===== config.mk =====
export PLATFORM = sky130hd
export DESIGN_NAME = fetch_prefetch_unit_flat
export DESIGN_NICKNAME = d
export VERILOG_FILES = /design/src/rtl/fetch_prefetch_unit_if.sv /design/src/rtl/fetch_prefetch_unit.sv /design/src/flat_wrapper.sv
export SDC_FILE = /design/constraint.sdc
export NUM_CORES = 1
export LEC_CHECK = 0
export CORE_MARGIN = 1.5
export CORE_UTILIZATION = 60
export CTS_CLUSTER_SIZE = 20
export DETAILED_ROUTE_END_ITERATION = 10
export HOLD_SLACK_MARGIN = 0.1
export PLACE_DENSITY = 0.85
export SKIP_CTS_REPAIR_TIMING = 1
export SYNTH_ARGS = -nofsm -noshare
export SYNTH_HDL_FRONTEND = slang
export SYNTH_SLANG_ARGS = --single-unit

===== constraint.sdc =====
create_clock -name clk_i -period 5.2 [get_ports clk_i]
set_clock_uncertainty 0.05 [all_clocks]
set_input_delay 1.04 -clock clk_i [delete_from_list [all_inputs] [get_ports clk_i]]
set_output_delay 1.04 -clock clk_i [all_outputs]
set_load 0.01 [all_outputs]

===== src/rtl/fetch_prefetch_unit_if.sv =====
// rtl/fetch_prefetch_unit_if.sv - instruction-memory, decode, redirect and debug signals of the fetch front end
interface fetch_prefetch_unit_if #(
    parameter int XLEN = 32
);
    logic            o_imem_req_vld;
    logic [XLEN-1:0] o_imem_addr;
    logic            i_imem_req_rdy;
    logic            i_imem_rsp_vld;
    logic [XLEN-1:0] i_imem_rsp_data;
    logic            i_redirect;
    logic [XLEN-1:0] i_redirect_pc;
    logic            o_instr_vld;
    logic [XLEN-1:0] o_instr;
    logic [XLEN-1:0] o_instr_pc;
    logic            i_instr_rdy;
    logic [XLEN-1:0] o_pc_debug;
    logic            o_insn_vld;
    logic            o_rsp_err;

    modport master (
        output o_imem_req_vld, o_imem_addr, o_instr_vld, o_instr, o_instr_pc,
               o_pc_debug, o_insn_vld, o_rsp_err,
        input  i_imem_req_rdy, i_imem_rsp_vld, i_imem_rsp_data, i_redirect,
               i_redirect_pc, i_instr_rdy
    );

    modport slave (
        input  o_imem_req_vld, o_imem_addr, o_instr_vld, o_instr, o_instr_pc,
               o_pc_debug, o_insn_vld, o_rsp_err,
        output i_imem_req_rdy, i_imem_rsp_vld, i_imem_rsp_data, i_redirect,
               i_redirect_pc, i_instr_rdy
    );
endinterface


===== src/rtl/fetch_prefetch_unit.sv =====
// rtl/fetch_prefetch_unit.sv - in-order prefetching instruction fetch with redirect flush
module fetch_prefetch_unit #(
    parameter int              XLEN     = 32,
    parameter int              DEPTH    = 4,
    parameter logic [XLEN-1:0] RESET_PC = '0
) (
    input logic                   clk_i,
    input logic                   rst_ni,
    fetch_prefetch_unit_if.master bus
);
    localparam int CW = $clog2(DEPTH + 1);
    localparam int PW = $clog2(DEPTH);
    localparam logic [CW:0] DEPTH_W = (CW + 1)'(DEPTH);

    logic [XLEN-1:0] fetch_pc_q, fetch_pc_d;
    logic [CW-1:0]   count_q, count_d, outstanding_q, outstanding_d, kill_q, kill_d;
    logic [PW-1:0]   rd_ptr_q, rd_ptr_d, wr_ptr_q, wr_ptr_d;
    logic [PW-1:0]   tag_rd_q, tag_rd_d, tag_wr_q, tag_wr_d;
    logic [XLEN-1:0] pc_debug_q, pc_debug_d;
    logic            insn_vld_q, insn_vld_d, rsp_err_q, rsp_err_d;

    logic [XLEN-1:0] buf_data_q [DEPTH];
    logic [XLEN-1:0] buf_pc_q   [DEPTH];
    logic [XLEN-1:0] tag_q      [DEPTH];

    logic req_vld, instr_vld, accept, pop, push, rsp_kill, rsp_orphan;

    // Killed responses do not occupy the buffer, so only live traffic throttles issue.
    assign req_vld    = !bus.i_redirect && (({1'b0, count_q} + {1'b0, outstanding_q}) < DEPTH_W);
    assign instr_vld  = (count_q != '0);
    assign accept     = req_vld && bus.i_imem_req_rdy;
    assign pop        = instr_vld && bus.i_instr_rdy && !bus.i_redirect;
    assign rsp_kill   = bus.i_imem_rsp_vld && (kill_q != '0);
    assign rsp_orphan = bus.i_imem_rsp_vld && (kill_q == '0) && (outstanding_q == '0);
    assign push       = bus.i_imem_rsp_vld && (kill_q == '0) && (outstanding_q != '0) && !bus.i_redirect;

    assign bus.o_imem_req_vld = req_vld;
    assign bus.o_imem_addr    = fetch_pc_q;
    assign bus.o_instr_vld    = instr_vld;
    assign bus.o_instr        = buf_data_q[rd_ptr_q];
    assign bus.o_instr_pc     = buf_pc_q[rd_ptr_q];
    assign bus.o_pc_debug     = pc_debug_q;
    assign bus.o_insn_vld     = insn_vld_q;
    assign bus.o_rsp_err      = rsp_err_q;

    always_comb begin
        fetch_pc_d    = fetch_pc_q;
        count_d       = count_q;
        outstanding_d = outstanding_q;
        kill_d        = kill_q;
        rd_ptr_d      = rd_ptr_q;
        wr_ptr_d      = wr_ptr_q;
        tag_rd_d      = tag_rd_q;
        tag_wr_d      = tag_wr_q;
        rsp_err_d     = rsp_err_q || rsp_orphan;
        insn_vld_d    = pop;
        pc_debug_d    = pop ? buf_pc_q[rd_ptr_q] : pc_debug_q;

        if (bus.i_redirect) begin
            // Everything in flight becomes kill debt; a response landing now pays one off.
            fetch_pc_d    = bus.i_redirect_pc & ~XLEN'(3);
            count_d       = '0;
            outstanding_d = '0;
            rd_ptr_d      = '0;
            wr_ptr_d      = '0;
            tag_rd_d      = '0;
            tag_wr_d      = '0;
            kill_d        = kill_q + outstanding_q
                          - CW'(bus.i_imem_rsp_vld && ((kill_q != '0) || (outstanding_q != '0)));
        end else begin
            if (accept) begin
                fetch_pc_d = fetch_pc_q + XLEN'(4);
                tag_wr_d   = tag_wr_q + PW'(1);
            end
            if (push) begin
                wr_ptr_d = wr_ptr_q + PW'(1);
                tag_rd_d = tag_rd_q + PW'(1);
            end
            if (pop) begin
                rd_ptr_d = rd_ptr_q + PW'(1);
            end
            kill_d        = kill_q - CW'(rsp_kill);
            outstanding_d = outstanding_q + CW'(accept) - CW'(push);
            count_d       = count_q + CW'(push) - CW'(pop);
        end
    end

    always_ff @(posedge clk_i or negedge rst_ni) begin
        if (!rst_ni) begin
            fetch_pc_q    <= RESET_PC;
            count_q       <= '0;
            outstanding_q <= '0;
            kill_q        <= '0;
            rd_ptr_q      <= '0;
            wr_ptr_q      <= '0;
            tag_rd_q      <= '0;
            tag_wr_q      <= '0;
            pc_debug_q    <= '0;
            insn_vld_q    <= 1'b0;
            rsp_err_q     <= 1'b0;
        end else begin
            fetch_pc_q    <= fetch_pc_d;
            count_q       <= count_d;
            outstanding_q <= outstanding_d;
            kill_q        <= kill_d;
            rd_ptr_q      <= rd_ptr_d;
            wr_ptr_q      <= wr_ptr_d;
            tag_rd_q      <= tag_rd_d;
            tag_wr_q      <= tag_wr_d;
            pc_debug_q    <= pc_debug_d;
            insn_vld_q    <= insn_vld_d;
            rsp_err_q     <= rsp_err_d;
        end
    end

    // Storage needs no reset: every entry is written before count makes it visible.
    always_ff @(posedge clk_i) begin
        if (accept) begin
            tag_q[tag_wr_q] <= fetch_pc_q;
        end
        if (push) begin
            buf_data_q[wr_ptr_q] <= bus.i_imem_rsp_data;
            buf_pc_q[wr_ptr_q]   <= tag_q[tag_rd_q];
        end
    end
endmodule


===== src/flat_wrapper.sv =====
// flat-port wrapper written by rule: the top's interface ports become plain ports
module fetch_prefetch_unit_flat 
#(
    parameter int              XLEN     = 32,
    parameter int              DEPTH    = 4,
    parameter logic [XLEN-1:0] RESET_PC = '0
)
  (clk_i, rst_ni, bus_o_imem_req_vld, bus_o_imem_addr, bus_o_instr_vld, bus_o_instr, bus_o_instr_pc, bus_o_pc_debug, bus_o_insn_vld, bus_o_rsp_err, bus_i_imem_req_rdy, bus_i_imem_rsp_vld, bus_i_imem_rsp_data, bus_i_redirect, bus_i_redirect_pc, bus_i_instr_rdy);
  fetch_prefetch_unit_if #(.XLEN(XLEN)) bus_i ();
  input logic clk_i;
  input logic rst_ni;
  output wire logic [$bits(bus_i.o_imem_req_vld)-1:0] bus_o_imem_req_vld;
  output wire logic [$bits(bus_i.o_imem_addr)-1:0] bus_o_imem_addr;
  output wire logic [$bits(bus_i.o_instr_vld)-1:0] bus_o_instr_vld;
  output wire logic [$bits(bus_i.o_instr)-1:0] bus_o_instr;
  output wire logic [$bits(bus_i.o_instr_pc)-1:0] bus_o_instr_pc;
  output wire logic [$bits(bus_i.o_pc_debug)-1:0] bus_o_pc_debug;
  output wire logic [$bits(bus_i.o_insn_vld)-1:0] bus_o_insn_vld;
  output wire logic [$bits(bus_i.o_rsp_err)-1:0] bus_o_rsp_err;
  input wire logic [$bits(bus_i.i_imem_req_rdy)-1:0] bus_i_imem_req_rdy;
  input wire logic [$bits(bus_i.i_imem_rsp_vld)-1:0] bus_i_imem_rsp_vld;
  input wire logic [$bits(bus_i.i_imem_rsp_data)-1:0] bus_i_imem_rsp_data;
  input wire logic [$bits(bus_i.i_redirect)-1:0] bus_i_redirect;
  input wire logic [$bits(bus_i.i_redirect_pc)-1:0] bus_i_redirect_pc;
  input wire logic [$bits(bus_i.i_instr_rdy)-1:0] bus_i_instr_rdy;
  assign bus_o_imem_req_vld = bus_i.o_imem_req_vld;
  assign bus_o_imem_addr = bus_i.o_imem_addr;
  assign bus_o_instr_vld = bus_i.o_instr_vld;
  assign bus_o_instr = bus_i.o_instr;
  assign bus_o_instr_pc = bus_i.o_instr_pc;
  assign bus_o_pc_debug = bus_i.o_pc_debug;
  assign bus_o_insn_vld = bus_i.o_insn_vld;
  assign bus_o_rsp_err = bus_i.o_rsp_err;
  assign bus_i.i_imem_req_rdy = bus_i_imem_req_rdy;
  assign bus_i.i_imem_rsp_vld = bus_i_imem_rsp_vld;
  assign bus_i.i_imem_rsp_data = bus_i_imem_rsp_data;
  assign bus_i.i_redirect = bus_i_redirect;
  assign bus_i.i_redirect_pc = bus_i_redirect_pc;
  assign bus_i.i_instr_rdy = bus_i_instr_rdy;
  fetch_prefetch_unit #(.XLEN(XLEN), .DEPTH(DEPTH), .RESET_PC(RESET_PC)) u_core (.clk_i(clk_i), .rst_ni(rst_ni), .bus(bus_i));
endmodule

== Word-level counts from Yosys, hierarchy flattened ==
Memories as Yosys holds them, arrays and structs flattened.
Index checks and enable logic that the tools add are counted.
Cells by class
  add/subtract/negate cells: 13
  $lt $le $gt $ge: 1
  reductions and logical operators: 21
  mux-type cells: 17
Operator list (count)
  $mux W32: 2
  $add A32 B3 Y32 const B: 1
  $mux W2: 8
  $sub A3 B1 Y3: 4
  $logic_and A1 B1 Y1: 10
  $mux W3: 3
  $reduce_bool A3 Y1: 3
  $add A2 B1 Y2 const B: 4
  $add A3 B1 Y3: 2
  $logic_not A3 Y1: 2
  $reduce_bool A2 Y1: 3
  $add A3 B3 Y4: 1
  $lt A4 B3 Y1 const B: 1
  $mux W1: 4
  $add A3 B3 Y3: 1
  $logic_or A1 B1 Y1: 2
  $logic_not A1 Y1: 1
Word-level totals
  bits of input ports: 70
  register bits: 83
  memories kept: 3
  RAM bits: 384
  word-level logic and storage cells: 66
Memory list
  u_core.buf_data_q: words 4, bits a word 32, rd ports 1, clocked after Yosys merged registers in 0, write ports 1, RTL line fetch_prefetch_unit.sv:22  | logic [XLEN-1:0] buf_data_q [DEPTH];
  u_core.buf_pc_q: words 4, bits a word 32, rd ports 1, clocked after Yosys merged registers in 0, write ports 1, RTL line fetch_prefetch_unit.sv:23  | logic [XLEN-1:0] buf_pc_q [DEPTH];
  u_core.tag_q: words 4, bits a word 32, rd ports 1, clocked after Yosys merged registers in 0, write ports 1, RTL line fetch_prefetch_unit.sv:24  | logic [XLEN-1:0] tag_q [DEPTH];

== Logic depth before layout (Yosys ltp) ==
Gate-level depths: netlist (run 1).
  depth after elaboration: 7
  depth in mapped cells: 11

== Least setup slack after synthesis (run 1) ==
No wires, ideal clock.
  path kind: input to register
  start point: input bus_i_redirect
  end point: memory u_core.buf_data_q[0][0] (enable)
  data required time: 4.724 ns
  setup time: 0.426 ns
  arrival: 2.977 ns
  buffers on the path: 1
  slack: 1.747 ns
  stages: 3
  cell sequence: clkbuf_1 nor2_1 and2_1
On the way
  longest elaborated chain between the ends: 4
RTL lines
  start: declaration: RTL line flat_wrapper.sv:23  | input wire logic [$bits(bus_i.i_redirect)-1:0] bus_i_redirect;
  $logic_not A1 Y1: RTL line fetch_prefetch_unit.sv:35  | assign push = bus.i_imem_rsp_vld && (kill_q == '0) && (outstanding_q != '0) && !bus.i_redirect;
  $logic_and A1 B1 Y1: RTL line fetch_prefetch_unit.sv:35
  $mux W1: RTL line fetch_prefetch_unit.sv:121  | if (push) begin
  $mux W1 (not written as such): RTL line fetch_prefetch_unit.sv:122  | buf_data_q[wr_ptr_q] <= bus.i_imem_rsp_data;
  end: declaration: RTL line fetch_prefetch_unit.sv:22
Every way passes these cells.

== Worst setup path after layout (run 1) ==
  start point: register u_core.rd_ptr_q[0]
  end point: output bus_o_instr_pc[8]
On the way
  longest elaborated chain between the ends: 1
RTL lines
  start: declaration: RTL line fetch_prefetch_unit.sv:17  | logic [PW-1:0] rd_ptr_q, rd_ptr_d, wr_ptr_q, wr_ptr_d;
  start signal: assignment: RTL line fetch_prefetch_unit.sv:106  | rd_ptr_q <= rd_ptr_d;
  $mem_v2 Z4 W32
  end: declaration: RTL line flat_wrapper.sv:16  | output wire logic [$bits(bus_i.o_instr_pc)-1:0] bus_o_instr_pc;
Every way passes these cells.

==> flow_metrics.env, run 1 <==
export IMPL_dr_first_iter_drc_count=841
export IMPL_yosysSeqAreaShare=0.747
export IMPL_grt_first_pass_wirelength_mm=57.2
export IMPL_synth_ff_type="edfxtp_1"
export IMPL_maxSlewViolCount=0
export IMPL_r2r_setup_slack_ns=1.78
export IMPL_ys_warn_count=0
export IMPL_reg2reg_depth=6
export IMPL_io_buffers=193
export IMPL_die_w_um=174
export IMPL_place_inst=1434
export IMPL_seqPwrFrac=0.480
export IMPL_ios=202
export IMPL_cts_tree="done"
export IMPL_hold_violations=0
export IMPL_multi_input_area_sq_um=4170
export IMPL_crit_path_max_incr_delay_ns=0.85
export IMPL_die_area_sq_um=30100
export IMPL_finalInstanceArea_sq_um=21100
export IMPL_cp_cell_sequence="buf_4, mux4_2, clkdlybuf4s50_1"
export IMPL_ys_async_sr_fraction=0.177
export IMPL_min_period_ns=4.10
export IMPL_gp_congestion=0.830
export IMPL_place_area_sq_um=19800
export IMPL_slew_headroom=0.245
export IMPL_antenna_found_initial=0
export IMPL_crit_family="buffers and inverters"
export IMPL_worst_path_max_fanout=32
export IMPL_maxCapViolCount=0
export IMPL_whs_ns=0.437
export IMPL_syn_instance_count=884
export IMPL_clock_sinks=447
export IMPL_dp_slack_ns=1.37
export IMPL_worst_skew_pair_late_latency_ns=0.53
export IMPL_power_density_nw_per_um2=452
export IMPL_avgSynthCellArea_sq_um=19.7
export IMPL_synth_area_sq_um=17400
export IMPL_cpMaxStageDelayCell="dfrtp_4"
export IMPL_drive_gt1_frac=0.181
export IMPL_seqCellArea_sq_um=13000
export IMPL_rsz0062_at_grt="false"
export IMPL_setup_tns_ns=0
export IMPL_outcome="finished, final reports clean"
export IMPL_dr_pass1_iters=5
export IMPL_grt_pass1_vias=9660
export IMPL_synth_distinct_cells=50
export IMPL_row_count=62
export IMPL_area_growth_pct=21.1
export IMPL_layout_cells_non_filler=1511
export IMPL_grt_overflow=0
export IMPL_switchingPower_mw=2.47
export IMPL_max_vdd_ir_drop_uv=248
export IMPL_comb_power_share=0.204
export IMPL_p_int_mw=7.09
export IMPL_crit_buf_inv=2
export IMPL_power_mw=9.56
export IMPL_fin_ws_ns=1.10
export IMPL_insertedDiodeCount=0
export IMPL_ant_nets=0
export IMPL_hold_path_class="in2async"
export IMPL_regToRegStartpoint="u_core.outstanding_q[1]"
export IMPL_clkPwrFrac=0.315
export IMPL_grt_max_degree=63
export IMPL_arrival_ns=3.01
export IMPL_critPathKind="reg2out"
export IMPL_setup_viol=0
export IMPL_post_route_util=0.738
export IMPL_nNetsFinal=1188
export IMPL_clk_pin_slew_ns=0.06
export IMPL_ys_ff_latch=447
export IMPL_rr_endpoint="u_core.tag_q[3][24]"
export IMPL_worst_pin_slew_ns=1.13
export IMPL_finalCritPeriodShare=0.788
export IMPL_routed_wirelength_mm=37.4
export IMPL_synth_edf_count=368
export IMPL_fillers=1576
export IMPL_p_sw_frac=0.258
export IMPL_cp_end_kind="output pin"
export IMPL_htree_levels=2
export IMPL_synth_top_area_cell="edfxtp_1"
export IMPL_cts_buffer_depth=3
export IMPL_initial_core_util=0.610
export IMPL_power_leakage_nw=7.05
export IMPL_route_vias_total=9456
export IMPL_place_hpwl_mm=21.2
export IMPL_cts_root_buf="clkbuf_16"
export IMPL_core_area_sq_um=28600
export IMPL_cp_start_kind="flip-flop"
export IMPL_wl_per_cell_um=24.8
export IMPL_netlist_area_leader_share=0.633
export IMPL_grt_total_usage=0.253
export IMPL_worstPathRequired_ns=4.11
export IMPL_synthTopCellsByArea="edfxtp_1 (63%), mux4_2 (12%), dfrtp_1 (11%)"
export IMPL_drc=0
export IMPL_fmax_mhz=244
export IMPL_viasPerCell=6.26
export IMPL_cts_buffers_inserted=43
export IMPL_die_h_um=174
cells in the mapped netlist (2+ instances only):
library cell / n
fa_1: 3
buf_4: 6
mux4_2: 92
buf_2: 6
buf_1: 9
or3_1: 3
a21oi_1: 2
nand4_1: 12
nand3_1: 19
clkbuf_1: 22
nand4_2: 2
mux2i_1: 4
mux2_2: 30
nor4_1: 3
o31a_1: 2
and4_1: 4
inv_1: 18
o21ai_0: 12
or4_1: 19
a31oi_1: 17
and2_1: 10
xor2_1: 11
ha_1: 20
o31ai_1: 13
nand2b_1: 2
nand4b_1: 2
nor2b_1: 5
and3_1: 4
nand2_1: 22
buf_6: 2
xnor2_1: 9
o211ai_1: 3
nor2_1: 34
dfrtp_1: 79
edfxtp_1: 368
registers in the layout, indices dropped and copies added, names as in the netlist, 3 cells and up:
name,cells
u_core.bus.o_imem_addr,30
u_core.tag_q,120
u_core.kill_q,3
u_core.buf_data_q,128
u_core.count_q,3
u_core.buf_pc_q,120
u_core.bus.o_pc_debug,30
u_core.outstanding_q,3
worst max path at each step:
stage                             startpoint                       to  slack [ns]  cells past startpoint
after floorplan               bus_i_redirect  u_core.buf_data_q[0][0]        1.75                      3
after global placement        bus_i_redirect       bus_o_imem_req_vld        1.32                      4
after detailed placement      bus_i_redirect       bus_o_imem_req_vld        1.37                      4
after CTS                 u_core.rd_ptr_q[0]        bus_o_instr_pc[8]        1.04                      3
after global routing      u_core.rd_ptr_q[0]        bus_o_instr_pc[8]        0.97                      3
final                     u_core.rd_ptr_q[0]        bus_o_instr_pc[8]        1.10                      3
cell type report:
type,instances,area share
clock inverters,22,0.00983
well taps,384,0.0227
repair buffers,206,0.0959
multi-input cells,378,0.197
flip-flops and latches,447,0.617
clock buffers,55,0.0540
inverters,19,0.00337
cells by family after synthesis:
logic type | Yosys count | share of synthesized area
flip-flops | 447 | 0.747
AND/OR/NAND/NOR | 147 | 0.0472
multiplexers | 126 | 0.140
buffers and inverters | 64 | 0.0163
AO/OA/AOI/OAI | 56 | 0.0214
adder cells (fa/ha/maj) | 23 | 0.0178
XOR/XNOR | 20 | 0.0100
other | 1 | 0.000215
placed cells by master (no fill, tap or decap), types with 10 or more instances in the layout:
cell | netlist | final
nand2_1 | 22 | 22
nor2_1 | 34 | 33
o21ai_0 | 12 | 12
xor2_1 | 11 | 11
nand4_1 | 12 | 12
dfrtp_1 | 79 | 76
mux4_2 | 92 | 92
inv_1 | 18 | 18
edfxtp_1 | 368 | 368
nand3_1 | 19 | 19
buf_4 | 6 | 14
o31ai_1 | 13 | 13
mux2_2 | 30 | 30
clkbuf_1 | 22 | 10
clkbuf_16 | 0 | 43
ha_1 | 20 | 20
clkinv_1 | 0 | 13
or4_1 | 19 | 19
clkdlybuf4s50_1 | 0 | 192
a31oi_1 | 17 | 17
power groups by stage:
stage / sequential, mW / combinational (mW) / clock [mW]
finish: 4.59 / 1.95 / 3.02
global route: 4.63 / 2.09 / 3.17
CTS: 4.59 / 1.97 / 3.04
detailed placement: 4.64 / 1.92 / 0
global placement: 4.61 / 1.86 / 0
floorplan: 4.56 / 1.04 / 0
metal layers:
layer  global-route usage  part of all wire
met4               0.0964             0.032
met5                    0                 0
met3               0.0434             0.072
met1                0.344              0.39
met2                0.419              0.50
No activity file was read; power rests on OpenSTA's default activity.
==> run 2: changes to the inputs <==
--- a/config.mk
+++ b/config.mk
@@ -6,11 +6,11 @@
 export NUM_CORES = 1
 export LEC_CHECK = 0
 export CORE_MARGIN = 1.5
-export CORE_UTILIZATION = 60
+export CORE_UTILIZATION = 50
 export CTS_CLUSTER_SIZE = 20
 export DETAILED_ROUTE_END_ITERATION = 10
 export HOLD_SLACK_MARGIN = 0.1
-export PLACE_DENSITY = 0.85
+export PLACE_DENSITY = 0.75
 export SKIP_CTS_REPAIR_TIMING = 1
 export SYNTH_ARGS = -nofsm -noshare
 export SYNTH_HDL_FRONTEND = slang
==> constraint.sdc (replaced) <==
create_clock -name clk_i -period 3.5 [get_ports clk_i]
set_clock_uncertainty 0.05 [all_clocks]
set_input_delay 0.7 -clock clk_i [delete_from_list [all_inputs] [get_ports clk_i]]
set_output_delay 0.7 -clock clk_i [all_outputs]
set_load 0.01 [all_outputs]
==> run 2 against run 1 <==
Routed wire length fell by 7.4%. Setup slack got worse by 0.87 ns. Count of clock-buffer cells in the layout grew 13. Combinational power grew 52%. Hold slack got worse by 0.26 ns. Sequential share of layout area shrank 1.4 points. Via count down 4.0%. Sequential cell count unchanged. Largest cell class unchanged. Utilization shrank 11 points. Non-clock buffer count grew 19. Critical path depth unchanged.
==> flow_metrics.env, run 2 (same netlist as run 1, synthesis figures left out) <==
export IMPL_wl_per_cell_um=21.6
export IMPL_layout_common_cells="edfxtp_1 (368), clkdlybuf4s50_1 (192), mux4_2 (92)"
export IMPL_worst_pin_slew_ns=0.754
export IMPL_route_vias_total=9076
export IMPL_power_density_nw_per_um2=665
export IMPL_routed_wirelength_mm=34.7
export IMPL_rsz0062_at_grt="false"
export IMPL_dr_first_iter_drc_count=532
export IMPL_slew_headroom=0.497
export IMPL_io_buffers=193
export IMPL_cts_buffer_depth=3
export IMPL_htree_levels=2
export IMPL_clock_sinks=447
export IMPL_grt_total_usage=0.197
export IMPL_hold_path_class="in2async"
export IMPL_arrival_ns=2.52
export IMPL_ios=202
export IMPL_die_area_sq_um=36000
export IMPL_max_vdd_ir_drop_uv=384
export IMPL_cts_buffers_inserted=46
export IMPL_place_hpwl_mm=22.0
export IMPL_ant_nets=0
export IMPL_dr_pass1_iters=5
export IMPL_grt_pass1_vias=9318
export IMPL_path_depth=3
export IMPL_crit_family="buffers and inverters"
export IMPL_power_mw=14.4
export IMPL_setup_viol=0
export IMPL_antenna_found_initial=0
export IMPL_worstPathRequired_ns=2.75
export IMPL_critPathKind="reg2out"
export IMPL_outcome="finished, final reports clean"
export IMPL_cts_tree="done"
export IMPL_row_count=68
export IMPL_clk_pin_slew_ns=0.06
export IMPL_reg_top3="u_core.buf_data_q: 128 flops, u_core.buf_pc_q: 120 flops, u_core.tag_q: 120 flops"
export IMPL_cts_root_buf="clkbuf_16"
export IMPL_crit_path_max_incr_delay_ns=0.60
export IMPL_gp_congestion=0.826
export IMPL_drc=0
export IMPL_crit_path_start="u_core.rd_ptr_q[0]"
export IMPL_hold_violations=0
export IMPL_finalCritPeriodShare=0.934
export IMPL_die_w_um=190
export IMPL_grt_overflow=0
export IMPL_cpMaxStageDelayCell="dfrtp_4"
export IMPL_regMostFlops="u_core.buf_data_q"
export IMPL_crit_buf_inv=2
export IMPL_insertedDiodeCount=0
export IMPL_die_h_um=190
export IMPL_cp_cell_sequence="buf_12, mux4_2, clkdlybuf4s50_1"
export IMPL_worst_skew_pair_late_latency_ns=0.54
export IMPL_min_period_ns=3.27
export IMPL_fmax_mhz=306
export IMPL_maxSlewViolCount=0
export IMPL_r2r_setup_slack_ns=0.82
export IMPL_cp_start_kind="flip-flop"
export IMPL_worst_path_max_fanout=25
export IMPL_power_leakage_nw=7.25
export IMPL_regToRegStartpoint="u_core.outstanding_q[1]"
export IMPL_nNetsFinal=1210
export IMPL_setup_tns_ns=0
export IMPL_core_area_sq_um=34500
export IMPL_drive_gt1_frac=0.201
export IMPL_post_route_util=0.628
export IMPL_largest_reg_flops=128
export IMPL_maxCapViolCount=0
export IMPL_grt_max_degree=53
export IMPL_area_growth_pct=24.0
export IMPL_cp_end_kind="output pin"
export IMPL_grt_first_pass_wirelength_mm=53.8
export IMPL_final_common_cell="edfxtp_1"
export IMPL_reg2reg_depth=9
export IMPL_viasPerCell=5.64
export IMPL_initial_core_util=0.506
[run 2: cell count changes in the layout (fill, tap and decap cells not counted), sizes merged]
cell      change
buf          +19
clkbuf       +13
clkinv        -5
clkinvlp      -1
[run 2: path summary, 6_finish.rpt]
path,end
min in group clk_i,u_core.bus.o_pc_debug[24]
worst max register to register,u_core.kill_q[2]
max in group asynchronous,u_core.bus.o_pc_debug[5]
worst max-delay path,bus_o_instr_pc[3]
worst min register to register,u_core.bus.o_pc_debug[24]
worst min-delay path,u_core.bus.o_imem_addr[10]
[run 2: report_power, final]
| group | total [mW] | switching, mW | leakage [nW] | internal (mW) |
|---|---|---|---|---|
| Clock | 4.72 | 1.87 | 0.723 | 2.85 |
| Combinational | 2.97 | 1.32 | 2.26 | 1.65 |
| Sequential | 6.70 | 0.349 | 4.26 | 6.35 |
[run 2: stage by stage]
step / cell area (sq um) / instances / setup slack, ns / hold slack, ns
2_1_floorplan: 17500 / 889 / 0.315 / 0.354
3_3_place_gp: 20100 / 1523 / 0.453 / 0.439
3_5_place_dp: 20100 / 1523 / 0.444 / 0.445
4_1_cts: 21600 / 1607 / 0.0429 / 0.198
5_1_grt: 21600 / 1608 / 0.112 / 0.222
6_report: 21600 / 1608 / 0.229 / 0.173
[run 2: layout make-up]
type,count,area [sq um]
Tap cell,455,569
Timing Repair Buffer,225,2300
Fill cell,2435,12800
Clock buffer,68,1290
Sequential cell,447,13000
Inverter,19,71.3
Multi-Input combinational cell,378,4170
Clock inverter,16,186
[run 2: routing by layer]
layer	global-route usage	share of wire	wire, um	vias to the layer above
met5	0	0	0	-
met1	0.279	0.43	15000	4662
met3	0.0310	0.055	1900	49
met2	0.325	0.49	17100	315
met4	0.0495	0.019	660	0
li1	-	-	-	4050
[run 2: worst reg2reg max path: stages, from the launching register on]
cell and delay [ns]:
dfrtp_1 0.45, or3_1 0.47, o41a_1 0.33, ha_1 0.27, inv_1 0.04, ha_1 0.18
fa_1 0.39, xnor2_1 0.16, mux2i_1 0.10, xnor2_1 0.14
